### src/rtl/int_ctrl.sv
// Eight-line priority interrupt controller: synchronized rising-edge capture,
// maskable pending register, vector acknowledge with single-level in-service.
module int_ctrl #(
  parameter int SYNC_STAGES = 2
) (
  input  logic        clk,
  input  logic        rst_n,
  input  logic [7:0]  irq_in,
  input  logic        CS,
  input  logic        write,
  input  logic [1:0]  adresse,
  input  logic [15:0] DATAout,
  output logic [15:0] DATAin,
  output logic [7:0]  Interrupts,
  output logic        irq
);

  typedef enum logic {
    IDLE  = 1'b0,
    INSVC = 1'b1
  } state_t;

  localparam logic [1:0] ADR_PEND   = 2'd0;
  localparam logic [1:0] ADR_MASK   = 2'd1;
  localparam logic [1:0] ADR_VECTOR = 2'd2;
  localparam logic [1:0] ADR_EOI    = 2'd3;

  state_t      state;
  logic [7:0]  sync_q [SYNC_STAGES];
  logic [7:0]  dly_q;
  logic [7:0]  edge_det;
  logic [7:0]  pend;
  logic [7:0]  mask;
  logic [7:0]  insvc;
  logic [7:0]  active;
  logic [7:0]  cand_oh;
  logic [2:0]  cand_idx;
  logic        cand_any;
  logic        valid;
  logic        rd_en;
  logic        wr_en;
  logic        ack;
  logic        eoi;
  logic [7:0]  w1c_clr;
  logic [7:0]  ack_clr;
  logic [15:0] rd_data;
  logic        unused_data_hi;

  assign unused_data_hi = ^DATAout[15:8];

  always_ff @(posedge clk) begin
    if (!rst_n) begin
      for (int s = 0; s < SYNC_STAGES; s++) begin
        sync_q[s] <= '0;
      end
      dly_q <= '0;
    end else begin
      sync_q[0] <= irq_in;
      for (int s = 1; s < SYNC_STAGES; s++) begin
        sync_q[s] <= sync_q[s-1];
      end
      dly_q <= sync_q[SYNC_STAGES-1];
    end
  end

  assign edge_det = sync_q[SYNC_STAGES-1] & ~dly_q;

  // Walk from the top so the lowest-index active line is the one left standing.
  assign active = pend & mask;
  always_comb begin
    cand_idx = 3'd0;
    cand_oh  = 8'h00;
    for (int i = 7; i >= 0; i--) begin
      if (active[i]) begin
        cand_idx = 3'(i);
        cand_oh  = 8'h01 << i;
      end
    end
  end

  assign cand_any = |active;
  assign valid    = cand_any && (state == IDLE);
  assign rd_en    = CS && !write;
  assign wr_en    = CS && write;
  assign ack      = rd_en && (adresse == ADR_VECTOR) && valid;
  assign eoi      = wr_en && (adresse == ADR_EOI);
  assign w1c_clr  = (wr_en && (adresse == ADR_PEND)) ? DATAout[7:0] : 8'h00;
  assign ack_clr  = ack ? cand_oh : 8'h00;

  always_comb begin
    rd_data = 16'h0000;
    case (adresse)
      ADR_PEND:   rd_data = {8'h00, pend};
      ADR_MASK:   rd_data = {8'h00, mask};
      ADR_VECTOR: rd_data = {valid, state == INSVC, 11'b0, valid ? cand_idx : 3'd0};
      ADR_EOI:    rd_data = {8'h00, insvc};
      default:    rd_data = 16'h0000;
    endcase
  end

  // New edges are OR-ed in last so a capture always beats a same-cycle clear.
  always_ff @(posedge clk) begin
    if (!rst_n) begin
      state      <= IDLE;
      pend       <= '0;
      mask       <= '0;
      insvc      <= '0;
      Interrupts <= '0;
      DATAin     <= '0;
    end else begin
      pend <= (pend & ~w1c_clr & ~ack_clr) | edge_det;

      if (wr_en && (adresse == ADR_MASK)) begin
        mask <= DATAout[7:0];
      end

      if (rd_en) begin
        DATAin <= rd_data;
      end

      case (state)
        IDLE: begin
          if (ack) begin
            state <= INSVC;
            insvc <= cand_oh;
          end
        end
        INSVC: begin
          if (eoi) begin
            state <= IDLE;
            insvc <= '0;
          end
        end
        default: begin
          state <= IDLE;
          insvc <= '0;
        end
      endcase

      // An acknowledged request drops right away rather than echoing one more cycle.
      Interrupts <= (valid && !ack) ? cand_oh : 8'h00;
    end
  end

  assign irq = |Interrupts;

endmodule
### config.mk
export PLATFORM = sky130hd
export DESIGN_NAME = int_ctrl
export DESIGN_NICKNAME = d
export VERILOG_FILES = /design/src/rtl/int_ctrl.sv
export SDC_FILE = /design/constraint.sdc
export NUM_CORES = 1
export LEC_CHECK = 0
export CORE_UTILIZATION = 45
export DETAILED_ROUTE_END_ITERATION = 10
export GPL_TIMING_DRIVEN = 0
export PLACE_DENSITY = 0.72
export RECOVER_POWER = 50
export REMOVE_ABC_BUFFERS = 1
export SLEW_MARGIN = 20
export SYNTH_ARGS = -nofsm -noshare
export SYNTH_HDL_FRONTEND = slang
export SYNTH_SLANG_ARGS = --single-unit
export TNS_END_PERCENT = 50
### constraint.sdc
create_clock -name clk -period 3.35 [get_ports clk]
set_input_delay 1.005 -clock clk [delete_from_list [all_inputs] [get_ports clk]]
set_output_delay 1.005 -clock clk [all_outputs]
set_load 0.01 [all_outputs]
* Word-level counts from Yosys, hierarchy flattened
Memory sizes are Yosys's and may differ from the RTL's. Index checks and enable logic that the tools add are counted.
Cells by class: equal/unequal tests 5, multiplexer cells 30, bitwise gates (word level) 11, reductions and logical operators 16
Operator list (number):
- two-way mux 8 bit | 14
- one-hot mux 16 bit (4 select lines) | 1
- AND 8 bit | 4
- two-way mux 3 bit | 9
- NOT 8 bit | 3
- one-hot mux 8 bit (2 select lines) | 1
- OR reduction 8 bit | 2
- logical AND 1 bit | 9
- OR 8 bit | 1
- == test 2 bit, second input constant | 2
- two-way mux 1 bit | 4
- AND reduction 2 bit | 2
- == test 2 x 1 -> 1 bit, second input constant | 1
- logical NOT 1 bit | 2
- logical NOT 2 bit | 1
- inequality test 2 x 1 -> 1 bit, second input constant | 1
- inequality test 2 bit, second input constant | 1
- OR 1 bit | 2
- one-hot mux 1 bit (2 select lines) | 1
- NOT 1 bit | 1
Storage, ports and cells: register bits after elaboration 57, RAM bits 16, bits of input ports 30, output and inout bits 25, logic and storage cells 70, memories 1
Memories:
- sync_q | depth 2, bits a word 8, read ports 2, clocked after memory_dff 0, write ports 2, line 29 | logic [7:0] sync_q [SYNC_STAGES];

* Longest topological paths before layout
Gate-level depths: netlist of the first run.
depth in word-level cells 13, mapped depth 6, gate-level depth less buffers 4

* Worst setup path after synthesis of the first run
No wires, ideal clock.
path type in2reg, start point input port adresse[1], end point register mask[0], library setup time 133 ps, arrival 1856 ps, required time 3217 ps, setup slack 1361 ps, stages on the path 6, cells stage by stage buf_4 -> nand2b_1 -> or2_2 -> clkbuf_1 -> nand2_1 -> a21oi_1
Between the ends: word-level cells in the longest chain between the ends 2
RTL lines:
- start: declaration | line 11 | input logic [1:0] adresse,
- == test 2 x 1 -> 1 bit | line 113 | if (wr_en && (adresse == ADR_MASK)) begin
- logical AND 1 bit | line 113
- end signal: assignment | line 114 | mask <= DATAout[7:0];
- end: declaration | line 33 | logic [7:0] mask;
Every way passes these cells. A chain may end at the register's enable or synchronous reset.

* Worst setup path in the final report of the first run
start point input port adresse[0], end point register pend[7]
Between the ends: word-level cells in the longest chain between the ends 7
RTL lines:
- logical NOT 2 bit or == test 2 bit (tied branches) | line 87, 85
- logical AND 1 bit, on equally long branches | line 87, 85
- two-way mux 8 bit or logical AND 1 bit (tied branches) | line 87, 85
- NOT 8 bit or two-way mux 8 bit (tied branches) | line 111, 88
- AND 8 bit or NOT 8 bit (tied branches) | line 111 | pend <= (pend & ~w1c_clr & ~ack_clr) | edge_det;
- AND 8 bit (*) | line 111
- OR 8 bit (*) | line 111
- end signal: assignment | line 111
- end: declaration | line 32 | logic [7:0] pend;
Every way passes the cells marked *; elsewhere a longest branch is shown, timed or not.

==> qor.yml, run 1 <==
logic_synthesis:
  synth_xor_area_share_pct: 0
  synth_flop_cell: "dfxtp_1"
  syn_inst: 284
  synthMuxAreaShare_pct: 2.888
  synth_top_family_by_area: "simple AND/OR/NAND/NOR gates"
  synth_fa_ha_area_share_pct: 0
  ys_ff_latch: 67
  synth_area_per_cell_um2: 9.305
  async_reset_ff_share_pct: 0
  synthSimpleGateAreaFrac_pct: 22.82
  synth_edf_count: 0
  synthDistinctLibCells: 46
  synth_area_um2: 2643
  synth_compound_area_share_pct: 18.13
  yosysWarnings: 0
  synth_seq_area_share_pct: 50.76
detailed_routing:
  detail_route.vias_per_cell: 5.294
  drt_iter0_drc: 140
  drt-total-wl_um: 5603
  vias: 2107
  drtAntennaViolNets: 0
  wl_per_cell_um: 14.08
  drc: 0
  dr.pass1.iters: 5
clock_tree:
  cts_buffers: 9
  cts_hold_buf: 0
  cts_root_buffer: "clkbuf_8"
  htreeDepth: 3
  post_cts_buffers: 0
  cts_tree: "yes"
  cts.clk_slew.worst_paths_ns: 0.07
  insertion_delay_ns: 0.34
  cts.path.max_buffers: 2
  cts.sinks: 67
  cts_resized: 0
critical_path:
  worstSetupPathType: "primary input to register"
  path_delay_family: "simple AND/OR/NAND/NOR gates"
  cp_num_buf_inv: 1
  path_cells: "clkdlybuf4s50_1 -> nor4bb_2 -> a21oi_1 -> o31ai_1 -> o21ai_0"
  cp_max_fo: 17
  worstPathArrival_ns: 3.12
  required_ns: 3.57
  max_stage_delay_ns: 0.95
  crit_path_start_kind: "primary input"
  crit_path_top_delay_cell: "nor4bb_2"
  endpoint_kind: "register"
floorplan:
  start_util_pct: 47.41
  core_um2: 5574
  dieArea_um2: 6183
  die_w_um: 78.63
  rows: 27
  ios: 55
  dieHeight_um: 78.63
sta:
  period_needed_ns: 2.899
  fin_setup_tns_ns: 0
  finalSetupViolCount: 0
  worst_slew_pin_slew_ns: 1.378
  holdWs_ns: 0.4160
  relSlewSlack_pct: 8.152
  finalCritPeriodShare_pct: 86.53
  skew_ns: 0.006768
  maxSlewViolCount: 0
  rsz0062_at_grt: "no"
  hold_viol_final: 0
  fmax_ghz: 0.3450
final_layout:
  layout_commonest_cell: "dfxtp_1"
  fin_nets: 351
  fillCellCount: 521
  n_antenna_cell: 0
  area_growth_pct: 22.35
  final_cell_mix: "dfxtp_1 (67), nand2_1 (44), clkdlybuf4s50_1 (21), dlygate4sd3_1 (18), a21oi_1 (17)"
  layout-drive-gt1-share_pct: 9.509
placement:
  io_buffers: 40
  gp_congestion: 0.8375
  dp_hpwl_um: 3879
power:
  combPwrFrac_pct: 7.0
  switching_power_w: 0.0003679
  ir_worst_vdd_uv: 334.0
  netSwitchingFraction_pct: 22.97
  p_clk_share_pct: 40.9
  total_power_w: 0.001601
  power_density_nw_per_um2: 495.3
  leakagePower_nw: 1.269
  cellInternalPower_w: 0.001234
  share_seq_of_total_power_pct: 52.1
global_route:
  grt_usage_pct: 20.67
  overflow: 0
  grt_pass1_wl_um: 9611
  grt_pass1_vias: 1950
  grt_max_degree: 38
  grt_antenna_before_repair: 0
job:
  drv_cap: 0
hold_path:
  worstHoldPathType: "register to register"
status:
  status: "finished clean"
-- synth_stat cells, types with 2 or more instances --
cell / number / area share [%]
inv_1: 9 / 1.3
o21ai_0: 6 / 1.1
a221oi_1: 6 / 2.0
nor2_1: 16 / 2.3
nand4_1: 6 / 1.4
o2111ai_1: 4 / 1.3
o211ai_1: 4 / 1.1
clkbuf_1: 8 / 1.1
and2_2: 3 / 0.85
nor4_1: 2 / 0.47
or4_1: 2 / 0.57
dfxtp_1: 67 / 51
nor3_1: 6 / 1.1
nand2b_1: 6 / 1.4
o2bb2ai_1: 7 / 2.3
a22oi_1: 3 / 0.85
mux2i_1: 2 / 0.76
and2_1: 20 / 4.7
a22o_1: 3 / 0.99
a21oi_1: 17 / 3.2
o31ai_1: 2 / 0.57
mux2_2: 5 / 2.1
buf_4: 8 / 2.3
nand2_1: 44 / 6.3
nand3_1: 5 / 0.95
buf_2: 3 / 0.57
-- path summary, 6_finish.rpt --
check / from / slack [ns] / endpoint / cells past startpoint
max reg2reg: pend[2]$_SDFF_PN0_ / 1.72 / insvc[1]$_SDFFE_PN0P_ / 4
min reg2reg: dly_q[3]$_SDFF_PN0_ / 0.42 / pend[3]$_SDFF_PN0_ / 1
max: adresse[0] / 0.45 / pend[7]$_SDFF_PN0_ / 5
min: dly_q[3]$_SDFF_PN0_ / 0.42 / pend[3]$_SDFF_PN0_ / 1
-- cells by family (layout without fill, tap and decap cells) --
group / Yosys count / in the layout
AO/OA/AOI/OAI: 62 / 62
AND/OR/NAND/NOR: 119 / 119
buffers and inverters: 28 / 65
flip-flops: 67 / 67
other: 1 / 6
multiplexers: 7 / 7
-- power by group through the flow --
stage | clock network, W | registers (W) | logic, W
floorplan | 0 | 0.000851 | 0.0000549
global placement | 0 | 0.000851 | 0.000114
detailed placement | 0 | 0.000852 | 0.000116
CTS | 0.000673 | 0.000834 | 0.000117
global route | 0.000711 | 0.000837 | 0.000125
finish | 0.000654 | 0.000834 | 0.000113
-- routing by layer --
metal / vias to the layer above / share of wire (%) / global-route usage (%)
li1: 1062 / - / -
met1: 985 / 47 / 25.77
met2: 51 / 47 / 32.52
met3: 9 / 4.8 / 7.326
met4: 0 / 1.2 / 7.778
met5: - / 0 / 0
-- cell type report --
type	count	area (um2)	area share [%]
tap	72	90.09	2.786
clock buffer	11	141.4	4.373
clock inverter	5	52.55	1.625
multi-input combinational	194	1180	36.49
sequential	67	1341	41.49
inverter	9	33.78	1.045
timing repair buffer	40	394.1	12.19
-- metrics by stage --
stage / area (um2) / std cells / util, % / setup WS, ns
2_1_floorplan: 2556 / 270 / - / 1.193
3_3_place_gp: 3047 / 382 / 54.66 / -0.3455
3_5_place_dp: 3053 / 382 / 54.77 / 0.006193
4_1_cts: 3247 / 398 / 58.25 / 0.3490
5_1_grt: 3233 / 398 / 58.00 / 0.2443
6_report: 3233 / 398 / 58.00 / 0.4511
-- worst register-to-register path, cell delays in order, from the launching register on --
cell and delay [ns]:
dfxtp_1 0.36, a22oi_2 0.32, nand4_1 0.38, a21oi_4 0.35
o2bb2ai_1 0.14
-- sequential cells by signal, summed over array words and instances, names as in the netlist --
name,cells
pend,8
mask,8
insvc,8
dly_q,8
state,1
sync_q,16
DATAin,10
Interrupts,8
No activity file was read; power rests on OpenSTA's default activity.
==> inputs of run 2 (changes only) <==
- CAP_MARGIN: unset -> 20
- CTS_CLUSTER_DIAMETER: unset -> 30
- clock period: 3.35 -> 3.1 ns (I/O delays scaled with it)
==> qor.yml, run 2 (synthesis results as in run 1) <==
critical_path:
  cp_max_fo: 17
  worstPathArrival_ns: 3.08
  endpoint_kind: "register"
  crit_path_start_kind: "primary input"
  worstSetupPathType: "primary input to register"
  required_ns: 3.32
detailed_routing:
  drc: 0
  dr.pass1.iters: 4
  vias: 2111
  drt_iter0_drc: 140
  drtAntennaViolNets: 0
  wl_per_cell_um: 14.04
  detail_route.vias_per_cell: 5.304
  drt-total-wl_um: 5589
final_layout:
  fin_nets: 351
  largest-register: "sync_q"
  final_cell_count_no_fill: 398
  largest_register_ffs: 16
  layout_commonest_cell: "dfxtp_1"
  layout-drive-gt1-share_pct: 10.12
  final_area_um2: 3242
  n_antenna_cell: 0
  fillCellCount: 521
  area_growth_pct: 22.68
  final_cell_mix: "dfxtp_1 (67), nand2_1 (44), clkdlybuf4s50_1 (20), dlygate4sd3_1 (19), a21oi_1 (17)"
  top_regs: "sync_q: 16 flops, DATAin: 10 flops"
power:
  ir_worst_vdd_uv: 360.9
  leakagePower_nw: 1.277
  power_density_nw_per_um2: 534.3
sta:
  hold_viol_final: 0
  relSlewSlack_pct: 36.73
  worst_slew_pin_slew_ns: 0.9356
  rsz0062_at_grt: "no"
  period_needed_ns: 2.863
  holdWs_ns: 0.4163
  skew_ns: 0.006535
  finalSetupViolCount: 0
  fin_setup_tns_ns: 0
  fmax_ghz: 0.3493
  maxSlewViolCount: 0
  finalCritPeriodShare_pct: 92.35
placement:
  dp_cells: 382
  placed_cell_area_um2: 3053
  gp_congestion: 0.8375
  io_buffers: 40
  dp_hpwl_um: 3879
global_route:
  grt_pass1_wl_um: 9611
  grt_pass1_vias: 1950
  overflow: 0
  grt_usage_pct: 20.67
  grt_antenna_before_repair: 0
  grt_max_degree: 38
clock_tree:
  cts_tree: "yes"
  cts_hold_buf: 0
  cts.sinks: 67
  cts_root_buffer: "clkbuf_8"
  insertion_delay_ns: 0.34
  cts_buffers: 9
  cts.path.max_buffers: 2
  cts_resized: 0
  cts.clk_slew.worst_paths_ns: 0.07
  htreeDepth: 3
  post_cts_buffers: 0
floorplan:
  core_um2: 5574
  die_w_um: 78.63
  ios: 55
  dieHeight_um: 78.63
  start_util_pct: 47.41
  dieArea_um2: 6183
  rows: 27
status:
  status: "finished clean"
hold_path:
  worstHoldPathType: "register to register"
job:
  drv_cap: 0
run 2: worst paths after layout:
kind	start	end	cells past startpoint	slack, ns
max	adresse[0]	pend[7]$_SDFF_PN0_	5	0.24
min	dly_q[3]$_SDFF_PN0_	pend[3]$_SDFF_PN0_	1	0.42
max reg2reg	pend[2]$_SDFF_PN0_	insvc[1]$_SDFFE_PN0P_	4	1.46
min reg2reg	dly_q[3]$_SDFF_PN0_	pend[3]$_SDFF_PN0_	1	0.42
run 2: per-layer routing:
layer	vias to the layer above	routed length (um)	track usage (%)
met4	0	68	7.778
met5	-	0	0
li1	1060	-	-
met1	987	2601	25.77
met2	56	2656	32.52
met3	8	263	7.326
run 2: cell type report:
class	count	area, um2	area share (%)
inverters	9	33.78	1.042
repair buffers	40	395.4	12.20
clock buffers	11	141.4	4.361
flip-flops and latches	67	1341	41.37
multi-input cells	194	1187	36.63
clock inverters	5	52.55	1.621
well taps	72	90.09	2.779
run 2: power by group:
part	internal [W]	switching [W]	leakage [nW]
logic	0.0000584	0.0000644	0.632
registers	0.000886	0.0000156	0.546
clock network	0.000389	0.000319	0.0991
total	0.00133	0.000399	1.28
run 2: critical path: stages:
cell	delay, ns
clkdlybuf4s50_1	0.81
nor4bb_2	0.96
a21oi_1	0.16
o31ai_1	0.10
o21ai_0	0.11
run 2: stage by stage:
step                      utilization, %  power (W)  setup WS, ns
after global placement             54.66   0.001043       -0.5205
after detailed placement           54.77   0.001047       -0.1688
final                              58.16   0.001732        0.2372
after floorplan                        -  0.0009792         1.018
after CTS                          58.25   0.001755        0.1740
after global routing               58.16   0.001809        0.1402
==> inputs of run 3 (changes only) <==
- CTS_CLUSTER_SIZE: unset -> 12
- RECOVER_POWER: 50 -> 25
- SLEW_MARGIN: 20 -> unset
==> qor.yml, run 3 (synthesis results as in run 1) <==
status:
  status: "finished clean"
detailed_routing:
  wl_per_cell_um: 14.14
  vias: 2132
  drc: 0
  drt_iter0_drc: 149
  dr.pass1.iters: 5
  drtAntennaViolNets: 0
  detail_route.vias_per_cell: 5.343
  drt-total-wl_um: 5642
final_layout:
  final_cell_mix: "dfxtp_1 (67), nand2_1 (44), clkdlybuf4s50_1 (39), a21oi_1 (17), nor2_1 (16)"
  final_cell_count_no_fill: 399
  register_area_um2: 1341
  largest_register_ffs: 16
  layout_commonest_cell: "dfxtp_1"
  fillCellCount: 517
  top_regs: "sync_q: 16 flops, DATAin: 10 flops"
  utilization_pct: 58.77
  fin_nets: 353
  largest-register: "sync_q"
  n_antenna_cell: 0
  layout-drive-gt1-share_pct: 9.174
  multiInputGateArea_um2: 1187
  area_growth_pct: 23.96
critical_path:
  cp_num_buf_inv: 2
  cp-startpoint: "adresse[0]"
  max_stage_delay_ns: 0.81
  required_ns: 3.29
  path_cells: "clkdlybuf4s50_1 -> nor4bb_2 -> clkdlybuf4s18_2 -> nand2_1 -> o211ai_1 -> a21oi_1"
  worstPathArrival_ns: 2.99
  crit_path_start_kind: "primary input"
  path_delay_family: "buffers and inverters"
  cp_max_fo: 17
  crit_path_top_delay_cell: "clkdlybuf4s50_1"
  worstSetupPathType: "primary input to register"
  timing.rr.start: "pend[2]$_SDFF_PN0_"
  endpoint_kind: "register"
global_route:
  grt_max_degree: 38
  grt_use_met2_pct: 33.22
  grt_pass1_wl_um: 9522
  grtUsageMet1_pct: 25.32
  grt_use_met3_pct: 4.884
  grt_antenna_before_repair: 0
  grt_pass1_vias: 1924
  grt_usage_pct: 20.19
  overflow: 0
  busiest_layer: "met2"
power:
  total_power_w: 0.001797
  netSwitchingFraction_pct: 21.01
  leakagePower_nw: 1.226
  p_clk_share_pct: 42.8
  combPwrFrac_pct: 7.0
  share_seq_of_total_power_pct: 50.2
  power_density_nw_per_um2: 548.6
  ir_worst_vdd_uv: 377.4
  switching_power_w: 0.0003776
  cellInternalPower_w: 0.001420
sta:
  finalCritPeriodShare_pct: 90.47
  rsz0062_at_grt: "no"
  finalSetupViolCount: 0
  period_needed_ns: 2.805
  relSlewSlack_pct: 42.48
  maxSlewViolCount: 0
  skew_ns: 0.005295
  fmax_ghz: 0.3566
  holdWs_ns: 0.4143
  hold_viol_final: 0
  worst_slew_pin_slew_ns: 0.8628
placement:
  io_buffers: 40
  dp_hpwl_um: 3910
  dp_cells: 383
  gp_congestion: 0.8375
hold_path:
  worstHoldPathType: "register to register"
  hp-start: "dly_q[4]$_SDFF_PN0_"
floorplan:
  rows: 27
  core_um2: 5574
  dieArea_um2: 6183
  die_w_um: 78.63
  start_util_pct: 47.41
  ios: 55
  dieHeight_um: 78.63
clock_tree:
  cts_buffers: 9
  cts.sinks: 67
  cts_root_buffer: "clkbuf_8"
  cts_tree: "yes"
  cts.path.max_buffers: 2
  post_cts_buffers: 0
  insertion_delay_ns: 0.33
  cts.clk_slew.worst_paths_ns: 0.06
  htreeDepth: 3
job:
  drv_cap: 0
run 3: changes by cell type in the layout (fill, tap and decap cells not counted), sizes merged, moves of 3 or more:
cell,previous run,this run
clkbuf,11,14
clkdlybuf4s50,20,39
clkinv,3,0
dlygate4sd3,19,1
run 3: worst register-to-register path, stage by stage (launching register included):
cell and delay (ns):
dfxtp_1 0.36, a22oi_2 0.32, nand4_1 0.36, a21oi_4 0.36
o2bb2ai_1 0.15
run 3: metal layers:
layer,wire (um),vias up,part of all wire (%)
li1,-,1058,-
met4,47,0,0.83
met5,0,-,0
met3,256,5,4.5
met2,2755,63,49
met1,2582,1006,46
run 3: final timing paths:
path / to / slack, ns / depth (start not counted)
setup / recovery: pend[2]$_SDFF_PN0_ / 0.30 / 6
hold / removal: pend[4]$_SDFF_PN0_ / 0.41 / 1
setup reg to reg: insvc[3]$_SDFFE_PN0P_ / 1.48 / 4
hold reg to reg: pend[4]$_SDFF_PN0_ / 0.41 / 1
run 3: final cells by class:
class / instances / area share, %
inverters: 9 / 1.031
clock inverters: 2 / 1.833
repair buffers: 42 / 12.64
flip-flops and latches: 67 / 40.95
multi-input cells: 194 / 36.25
clock buffers: 13 / 4.545
well taps: 72 / 2.750
run 3: timing repair:
action                     4_1_cts  5_1_grt
gates resized for setup          0        1
hold buffers                     0        0
setup endpoints to repair        0        5
run 3: power by group through the flow:
stage / combinational (W) / sequential, W / clock [W]
after detailed placement: 0.000126 / 0.000921 / 0
after floorplan: 0.0000594 / 0.000920 / 0
after global routing: 0.000139 / 0.000904 / 0.000830
final: 0.000126 / 0.000902 / 0.000769
after global placement: 0.000124 / 0.000920 / 0
after CTS: 0.000126 / 0.000902 / 0.000791
run 3: metrics by stage:
stage	setup WS [ns]	area, um2	TNS [ns]
2_1_floorplan	1.018	2556	0
3_3_place_gp	-0.5205	3047	-5.417
3_5_place_dp	-0.2311	3057	-2.974
4_1_cts	0.1507	3266	0
5_1_grt	0.1750	3276	0
6_report	0.2955	3276	0
==> edit 1 (config.mk and constraints of run 2) <==
Reset style: asynchronous (`rst_n`), changed in 2 clocked blocks.
--- a/src/rtl/int_ctrl.sv
+++ b/src/rtl/int_ctrl.sv
@@ -50,3 +50,3 @@
 
-  always_ff @(posedge clk) begin
+  always_ff @(posedge clk or negedge rst_n) begin
     if (!rst_n) begin
@@ -101,3 +101,3 @@
   // New edges are OR-ed in last so a capture always beats a same-cycle clear.
-  always_ff @(posedge clk) begin
+  always_ff @(posedge clk or negedge rst_n) begin
     if (!rst_n) begin
Formal check against the unedited RTL: differs if rst_n is asserted again (counterexample within 4 cycles, from zero or initial values and one cycle with rst_n low); with rst_n held inactive, the same outputs for 10 cycles.
==> edit 1 against run 2 <==
- the run now ends with capacitance limit, slew limit left
- setup slack gained 34 ps
- design area up 4.9%
- register-to-register slack lost 190 ps
- global-route usage shrank 1.3 points
- routed wire length shrank 5.6%
- sequential cell count unchanged
- utilization down 0.40 points
- worst hold slack worse by 67 ps
- via count is 11% lower
- area after synthesis up 3.7%
- clock skew up 2.5 ps
- critical endpoint is now pend[6]$_DFF_PN0_
Power is not compared: it rests on default switching activity, and its combinational part moved more than twofold at a synthesized area within 25%.
==> edit 1: results <==
set metrics [dict create \
    status "finished, violations left" \
    met1_usage_pct 25.6 \
    first_pass_iters 4 \
    avgSynthCellArea_um2 11.6 \
    maxCapViolations 1 \
    place_inst 342 \
    drt_iter0_drc 127 \
    hpwl_mm 3.74 \
    failed_checks "capacitance limit, slew limit" \
    stdcell_count 357 \
    cp.arrival_ps 3050 \
    antenna_cells 0 \
    yosysUniqueCellTypes 41 \
    synthTopCellsByCount "dfrtp_1, nand2_1, nor2_1" \
    skew_ps 9.03 \
    seq_area_frac_synth_pct 61.2 \
    yosys-top-cells-area "dfrtp_1, nand2_1, mux2_2" \
    place_area_mm2 0.00319 \
    grtUsageMet3_pct 4.91 \
    post-place-ws_ps -84.7 \
    drive_gt1_share_pct 11.0 \
    vias 1887 \
    track_usage_pct 19.4 \
    gp_congestion 0.921 \
    grt_start_max_net_pins 35 \
    synthArstFlopShare_pct 100 \
    slew_viol_final 34 \
    met2_usage_pct 29.1 \
    relSlewSlack_pct -23.1 \
    final_nets 308 \
]
[edit 1: cell families (layout without fill, tap and decap cells)]
group           after synthesis  count (layout)  synth area share, %
simple gates                 79              79                 15.0
flops                        67              67                 61.2
compound gates               49              49                 13.2
buf+inv                      25              66                 4.66
mux                          15              15                 5.84
other cells                   1               6                0.137
[edit 1: final timing paths]
check | from | to | slack [ps] | cells past startpoint
max | adresse[0] | pend[6]$_DFF_PN0_ | 270 | 5
min | sync_q[13]$_DFF_PN0_ | sync_q[5]$_DFF_PN0_ | 350 | 0
max reg2reg | mask[1]$_DFFE_PN0P_ | insvc[3]$_DFFE_PN0P_ | 1270 | 4
min reg2reg | sync_q[13]$_DFF_PN0_ | sync_q[5]$_DFF_PN0_ | 350 | 0
max in group asynchronous | rst_n | insvc[7]$_DFFE_PN0P_ | 950 | 1
min in group asynchronous | rst_n | insvc[1]$_DFFE_PN0P_ | 1080 | 1
[edit 1: worst max-delay path: stages]
cell and delay (ps):
clkdlybuf4s50_1 810, nor4bb_2 690, buf_2 280, nand2_1 80
a32o_1 250
[edit 1: cell type report]
class / instances / area [um^2]
Inverter: 9 / 33.8
Fill cell: 477 / 2490
Timing Repair Buffer: 42 / 419
Clock inverter: 5 / 77.6
Multi-Input combinational cell: 149 / 961
Tap cell: 75 / 93.8
Sequential cell: 67 / 1680
Clock buffer: 10 / 138
[edit 1: power by group]
group / switching, W / internal [W] / total (W)
Combinational: 0.000161 / 0.000155 / 0.000316
Sequential: 0.0000667 / 0.000948 / 0.00101
Clock: 0.000319 / 0.000467 / 0.000787
Total: 0.000547 / 0.00157 / 0.00212
[edit 1: metal layers]
layer	vias to the layer above	part of all wire [%]
li1	912	-
met1	903	46
met2	64	47
met3	8	5.2
met4	0	1.8
met5	-	0
==> edit 2 (config.mk and constraints of run 2) <==
Without the edit above. Set the parameter `SYNC_STAGES` to 1 (it was 2).
--- a/src/rtl/int_ctrl.sv
+++ b/src/rtl/int_ctrl.sv
@@ -3,3 +3,3 @@
 module int_ctrl #(
-  parameter int SYNC_STAGES = 2
+  parameter int SYNC_STAGES = 1
 ) (
Behaviour: not the same (a bounded check fails within 4 cycles, from zero or initial values and one cycle with rst_n low).
==> edit 2 against run 2 <==
- non-clock buffer count is the same
- critical endpoint unchanged
- setup slack gained 56 ps
- design area shrank 6.0%
- total power shrank 5.1%
- clock power grew 1%
- routed wire length shrank 10%
- area after synthesis shrank 8.0%
- final cell count shrank 4.5%
- sequential cell count shrank 8
- first-iteration DRC count shrank 31%
==> edit 2: results <==
set metrics [dict create \
    swShare_pct 22.0 \
    vias 1984 \
    cp.arrival_ps 3020 \
    htree_levels 3 \
    hold_path_class "reg -> reg" \
    met2_usage_pct 31.0 \
    status "finished clean" \
    grt_pass1_vias 1757 \
    place_inst 364 \
    grt_first_pass_wirelength_mm 8.22 \
    critical_path.max_stage_delay_ps 840 \
    leakage_nw 1.22 \
    yosys-top-cells-area "dfxtp_1, nand2_1, and2_1" \
    wl_per_cell_um 13.2 \
    synth_mux_area_share_pct 3.14 \
    relSlewSlack_pct 34.5 \
    drive_gt1_share_pct 9.03 \
    final_nets 335 \
    track_usage_pct 19.8 \
    seq_area_frac_synth_pct 48.6 \
    cts_resized 0 \
    ir_drop_v 0.000285 \
    largest_register_ffs 10 \
    via_per_inst 5.22 \
    cp_top_family "simple AND/OR/NAND/NOR gates" \
    skew_ps 2.79 \
    synth_compound_area_share_pct 19.8 \
    synthTopCellsByCount "dfxtp_1, nand2_1, a21oi_1" \
    hpwl_mm 3.61 \
    gp_congestion 0.847 \
    grtUsageMet3_pct 4.76 \
    tns_ps 0 \
    met1_usage_pct 25.3 \
    ys_warn_count 0 \
    avgSynthCellArea_um2 9.10 \
    cts_made_buffers 9 \
    drt_iter0_drc 97 \
    regMostFlops "DATAin" \
    yosysUniqueCellTypes 43 \
    rr_worst_depth 4 \
    num-fill-cells 479 \
    grt_start_max_net_pins 30 \
]
edit 2: cell types whose count changed after synthesis, sizes merged:
| cell | run 2 | this run |
|---|---|---|
| dfxtp | 67 | 59 |
| buf | 11 | 12 |
| or2b | 0 | 1 |
| clkbuf | 8 | 6 |
| and2 | 24 | 16 |
| nand2b | 6 | 5 |
edit 2: final cells by class:
| class | count | area share, % |
|---|---|---|
| Clock buffer | 15 | 5.79 |
| Tap cell | 70 | 2.87 |
| Inverter | 9 | 1.11 |
| Timing Repair Buffer | 40 | 13.1 |
| Multi-Input combinational cell | 186 | 37.3 |
| Sequential cell | 59 | 38.8 |
| Clock inverter | 1 | 0.986 |
edit 2: layer usage:
layer  vias to the layer above  wire (um)
li1                       1013          -
met1                       893       2420
met3                        15        250
met4                         0        102
met2                        63       2240
met5                         -          0
edit 2: per-stage QoR:
step	utilization [%]	area [um^2]	setup WS, ps
after floorplan	-	2350	1020
after CTS	59.3	3050	295
after global placement	55.1	2830	-359
after detailed placement	55.3	2840	-52.8
after global routing	59.3	3050	129
final	59.3	3050	293
edit 2: power groups by stage:
stage | logic [W] | clock network [W] | registers (W)
6_report | 0.000125 | 0.000715 | 0.000803
3_5_place_dp | 0.000128 | 0 | 0.000820
2_1_floorplan | 0.0000625 | 0 | 0.000818
3_3_place_gp | 0.000126 | 0 | 0.000819
5_1_grt | 0.000139 | 0.000760 | 0.000806
4_1_cts | 0.000128 | 0.000732 | 0.000803
edit 2: path summary, 6_finish.rpt:
| path | from | to | slack (ps) |
|---|---|---|---|
| worst max register to register | pend[1]$_SDFF_PN0_ | insvc[6]$_SDFFE_PN0P_ | 1500 |
| worst max-delay path | adresse[0] | pend[7]$_SDFF_PN0_ | 290 |
| worst min register to register | dly_q[5]$_SDFF_PN0_ | pend[5]$_SDFF_PN0_ | 410 |
| worst min-delay path | dly_q[5]$_SDFF_PN0_ | pend[5]$_SDFF_PN0_ | 410 |
edit 2: logic make-up (layout without fill, tap and decap cells):
logic type / Yosys count / count (layout)
DFF: 59 / 59
AOI/OAI and AO/OA: 62 / 62
muxes: 7 / 7
other: 1 / 6
buffers and inverters: 27 / 65
and+or+nand+nor: 111 / 111
